`src/rtl/ps2_scan_decoder_pkg.sv`:
```
// Shared PS/2 scan-code constants and the decoder FSM state encoding.
package ps2_scan_decoder_pkg;

  localparam logic [7:0] PS2_EXT = 8'hE0;
  localparam logic [7:0] PS2_BRK = 8'hF0;

  typedef enum logic [1:0] {
    ST_IDLE   = 2'd0,
    ST_POP    = 2'd1,
    ST_DECODE = 2'd2
  } state_e;

endpackage

```
`src/rtl/ps2_scan_decoder.sv`:
```
// Pops receiver FIFO bytes, folds E0/F0 prefixes into key events, tracks the held key.
// One byte per 3 cycles; event registered 3 edges after IDLE sees the last byte; pops only while ready=1.
module ps2_scan_decoder
  import ps2_scan_decoder_pkg::*;
#(
  parameter int CNT_W = 8
) (
  input  logic             clk,
  input  logic             clrn,
  input  logic [7:0]       data,
  input  logic             ready,
  input  logic             overflow,
  output logic             nextdata_n,
  output logic             ev_valid,
  output logic [7:0]       ev_code,
  output logic             ev_ext,
  output logic             ev_break,
  output logic             ev_repeat,
  output logic             key_down,
  output logic [7:0]       key_code,
  output logic             key_ext,
  output logic [CNT_W-1:0] press_count,
  output logic             ovf_seen
);

  state_e           state_q, state_d;
  logic [7:0]       byte_q, byte_d;
  logic             nextdata_n_q, nextdata_n_d;
  logic             ext_pend_q, ext_pend_d;
  logic             brk_pend_q, brk_pend_d;
  logic             ev_valid_q, ev_valid_d;
  logic [7:0]       ev_code_q, ev_code_d;
  logic             ev_ext_q, ev_ext_d;
  logic             ev_break_q, ev_break_d;
  logic             ev_repeat_q, ev_repeat_d;
  logic             key_down_q, key_down_d;
  logic [7:0]       key_code_q, key_code_d;
  logic             key_ext_q, key_ext_d;
  logic [CNT_W-1:0] press_count_q, press_count_d;
  logic             ovf_seen_q, ovf_seen_d;
  logic             key_match;

  // Identity of a key is code plus extended flag; held-ness is checked separately.
  assign key_match = (byte_q == key_code_q) && (ext_pend_q == key_ext_q);

  always_comb begin
    state_d       = state_q;
    byte_d        = byte_q;
    nextdata_n_d  = 1'b1;
    ext_pend_d    = ext_pend_q;
    brk_pend_d    = brk_pend_q;
    ev_valid_d    = 1'b0;
    ev_code_d     = ev_code_q;
    ev_ext_d      = ev_ext_q;
    ev_break_d    = ev_break_q;
    ev_repeat_d   = ev_repeat_q;
    key_down_d    = key_down_q;
    key_code_d    = key_code_q;
    key_ext_d     = key_ext_q;
    press_count_d = press_count_q;
    ovf_seen_d    = ovf_seen_q | overflow;

    case (state_q)
      ST_IDLE: begin
        if (ready) begin
          byte_d       = data;
          nextdata_n_d = 1'b0;
          state_d      = ST_POP;
        end
      end
      ST_POP: begin
        state_d = ST_DECODE;
      end
      ST_DECODE: begin
        state_d = ST_IDLE;
        if (byte_q == PS2_EXT) begin
          ext_pend_d = 1'b1;
        end else if (byte_q == PS2_BRK) begin
          brk_pend_d = 1'b1;
        end else begin
          ev_valid_d  = 1'b1;
          ev_code_d   = byte_q;
          ev_ext_d    = ext_pend_q;
          ev_break_d  = brk_pend_q;
          ev_repeat_d = 1'b0;
          ext_pend_d  = 1'b0;
          brk_pend_d  = 1'b0;
          if (!brk_pend_q) begin
            if (key_down_q && key_match) begin
              ev_repeat_d = 1'b1;
            end else begin
              key_down_d    = 1'b1;
              key_code_d    = byte_q;
              key_ext_d     = ext_pend_q;
              press_count_d = press_count_q + {{(CNT_W-1){1'b0}}, 1'b1};
            end
          end else if (key_match) begin
            // Releasing the held key keeps its code for downstream display.
            key_down_d = 1'b0;
          end
        end
      end
      default: begin
        state_d = ST_IDLE;
      end
    endcase
  end

  always_ff @(posedge clk or negedge clrn) begin
    if (!clrn) begin
      state_q       <= ST_IDLE;
      byte_q        <= 8'h00;
      nextdata_n_q  <= 1'b1;
      ext_pend_q    <= 1'b0;
      brk_pend_q    <= 1'b0;
      ev_valid_q    <= 1'b0;
      ev_code_q     <= 8'h00;
      ev_ext_q      <= 1'b0;
      ev_break_q    <= 1'b0;
      ev_repeat_q   <= 1'b0;
      key_down_q    <= 1'b0;
      key_code_q    <= 8'h00;
      key_ext_q     <= 1'b0;
      press_count_q <= '0;
      ovf_seen_q    <= 1'b0;
    end else begin
      state_q       <= state_d;
      byte_q        <= byte_d;
      nextdata_n_q  <= nextdata_n_d;
      ext_pend_q    <= ext_pend_d;
      brk_pend_q    <= brk_pend_d;
      ev_valid_q    <= ev_valid_d;
      ev_code_q     <= ev_code_d;
      ev_ext_q      <= ev_ext_d;
      ev_break_q    <= ev_break_d;
      ev_repeat_q   <= ev_repeat_d;
      key_down_q    <= key_down_d;
      key_code_q    <= key_code_d;
      key_ext_q     <= key_ext_d;
      press_count_q <= press_count_d;
      ovf_seen_q    <= ovf_seen_d;
    end
  end

  assign nextdata_n  = nextdata_n_q;
  assign ev_valid    = ev_valid_q;
  assign ev_code     = ev_code_q;
  assign ev_ext      = ev_ext_q;
  assign ev_break    = ev_break_q;
  assign ev_repeat   = ev_repeat_q;
  assign key_down    = key_down_q;
  assign key_code    = key_code_q;
  assign key_ext     = key_ext_q;
  assign press_count = press_count_q;
  assign ovf_seen    = ovf_seen_q;

endmodule
```
`config.mk`:
```
export PLATFORM = sky130hd
export DESIGN_NAME = ps2_scan_decoder
export DESIGN_NICKNAME = d
export VERILOG_FILES = /design/src/rtl/ps2_scan_decoder_pkg.sv /design/src/rtl/ps2_scan_decoder.sv
export SDC_FILE = /design/constraint.sdc
export NUM_CORES = 1
export LEC_CHECK = 0
export CAP_MARGIN = 30
export CORE_ASPECT_RATIO = 0.75
export CORE_MARGIN = 1
export CORE_UTILIZATION = 35
export CTS_CLUSTER_SIZE = 20
export DETAILED_ROUTE_END_ITERATION = 12
export SLEW_MARGIN = 20
export SYNTH_ARGS = -nofsm -noshare
export SYNTH_HDL_FRONTEND = slang
export SYNTH_SLANG_ARGS = --single-unit
export TNS_END_PERCENT = 100
```
`constraint.sdc`:
```
create_clock -name clk -period 2.5 [get_ports clk]
set_clock_uncertainty 0.05 [all_clocks]
set_input_delay 0.5 -clock clk [delete_from_list [all_inputs] [get_ports clk]]
set_output_delay 0.5 -clock clk [all_outputs]
set_load 0.01 [all_outputs]
```
==> impl_metrics.yaml <==
global_route:
  grt_pass1_vias: 1328
  grt_max_degree: 24
  overflow: 0
  grt_usage: 0.166
  antenna_found_initial: 0
  grt_pass1_wl_mm: 6.87
sta:
  min_period_ps: 2040
  fmax_mhz: 491
  grt_setup_unrepaired: "false"
  worst_slew_pin_slew_ps: 527
  setup_tns_ps: 0
  final_max_slew_viol_count: 0
  post-route-period-util: 0.815
  setup_violations: 0
  hold_violations: 0
  slew_headroom: 0.649
setup_path:
  cp_top_family: "simple AND/OR/NAND/NOR gates"
  crit_buf_inv: 0
  worst_setup_path_start_kind: "flip-flop"
  path_class: "flip-flop to flip-flop"
  slowest_delay_ps: 440
  reg2reg_depth: 5
  slowest_stage: "dfrtp_1"
  worst_setup_path_end_kind: "flip-flop"
  crit_chain: "and4b_2 -> a21o_1 -> nor2_4 -> and2_4 -> mux2_2"
  crit_required_ps: 2630
  path_depth: 5
  critical_path_peak_fanout: 11
  worstPathArrival_ps: 2170
layout:
  fin_cells: 276
  area_growth_pct: 32.9
  diodes: 0
  drive_gt1_frac: 0.176
  fill_cells: 495
  nets: 216
routing:
  via_per_inst: 4.70
  drt_wl_total_mm: 3.92
  first_pass_iters: 4
  drc_errors: 0
  final_antenna_net_count: 0
  vias: 1298
  detail_route.wl_per_cell_um: 14.2
  drt_iter0_drc: 83
clock_tree:
  hold_buffers: 0
  cts_num_sinks: 44
  cts_max_path_buffers: 2
  root_buffer: "clkbuf_8"
  clk_latency_ps: 300
  cts_made_buffers: 5
  cts_tree: "done"
  cts_setup_buffers: 0
  clkTransAtPathRegs_ps: 90
  cts_resized: 0
  h-tree-depth: 2
placement:
  placedCellCount: 268
  gp_congestion: 0.790
  post-dp-hpwl_mm: 2.82
  port_buffers: 43
synthesis:
  yosysMostFrequentCell: "dfrtp_1"
  netlist_instances: 153
  ys.flop_type: "dfrtp_1"
  synth_top_area_share: 0.573
  synth-edff-count: 0
  yosys_warnings: 0
  synth_area_um2: 1880
  ys_types: 33
  synth.area.top_cells: "dfrtp_1 57%, mux2_4 6.4%, mux2_2 5.4%"
  syn_nets: 166
  ys_seq_elements: 44
  async_flop_share: 1.00
  synth_top_area_cell: "dfrtp_1"
  synth_commonest_cells: "43 x dfrtp_1, 25 x nand2_1, 9 x mux2_2, 9 x xor2_1, 8 x mux2_4"
  synth_area_per_cell_um2: 12.3
  ys_seq_area_frac: 0.587
power_and_ir_drop:
  p_per_area_nw_per_um2: 1120
  vdd_ir_drop_max_uv: 467
  p_leak_uw: 0.00110
floorplanning:
  num_rows: 22
  die_y_um: 65.4
  die_area_um2: 5660
  die_x_um: 86.6
  ioPinCount: 44
  coreArea_um2: 5010
  initial_utilization: 0.375
hold_path:
  hp-class: "input pin to async pin"
run_status:
  status: "finished, final reports clean"
flow_run:
  drv_cap: 0
## through the flow
step | util | hold WS [ps] | worst slack, ps | instance area (um^2) | power [uW]
after floorplan | - | 154 | 596 | 1880 | 1720
after global placement | 0.477 | 402 | 501 | 2390 | 2250
after detailed placement | 0.477 | 402 | 468 | 2390 | 2270
after CTS | 0.498 | 143 | 454 | 2490 | 2820
after global routing | 0.498 | 163 | 318 | 2490 | 2980
final | 0.498 | 124 | 463 | 2490 | 2790
## path summary, 6_finish.rpt
path	startpoint	endpoint	slack, ps
max	byte_q[6]	press_count[1]	460
min	clrn	key_code[4]	120
max reg2reg	byte_q[6]	press_count[1]	460
min reg2reg	ovf_seen	ovf_seen	420
max in group asynchronous	clrn	byte_q[1]	1590
min in group clk	ovf_seen	ovf_seen	420
## state kept, by name, indices dropped and copies added (netlist names), 2 cells and up
signal	flops
key_code	8
byte_q	8
ev_code	8
state_q	2
press_count	8
## per-layer routing
| metal | wire (um) | track usage | vias up |
|---|---|---|---|
| li1 | - | - | 620 |
| met1 | 1950 | 0.246 | 627 |
| met2 | 1690 | 0.228 | 43 |
| met3 | 216 | 0.0452 | 8 |
| met4 | 60 | 0.0688 | 0 |
| met5 | 0 | 0 | - |
## cell type report
class,instances,area (um^2),share of cell area
clock inverters,2,35.0,0.0140
repair buffers,46,448,0.180
multi-input cells,101,728,0.292
inverters,5,18.8,0.00752
well taps,72,90.1,0.0361
flip-flops and latches,44,1100,0.442
clock buffers,6,72.6,0.0291
## power breakdown
part           total [uW]  switching (uW)  leakage [uW]  internal (uW)
Clock                 536             239     0.0000552            297
Sequential           1220             265      0.000537            959
Combinational        1030             408      0.000507            625
Total                2790             912       0.00110           1880
## logic make-up after synthesis
family | count (synthesis) | share of synthesized area
mux | 17 | 0.118
fa+ha+maj | 1 | 0.00667
buf+inv | 8 | 0.0247
xor+xnor | 14 | 0.0653
compound gates | 10 | 0.0333
flops | 44 | 0.587
simple gates | 59 | 0.165
## layout by cell type, fill, tap and decap left out, types with 3 or more instances in the layout
cell type and n:
nand3_1 5, mux2_4 8, nand4_1 3, inv_1 4, xnor2_1 5, nor3_1 3, clkdlybuf4s50_1 42, and3_1 3
dfrtp_1 43, buf_4 3, clkbuf_8 5, nor2b_1 4, o21ai_0 5, xor2_1 9, nor2_1 7, mux2_2 9
nand2_1 25
(Power assumes the default switching activity.)
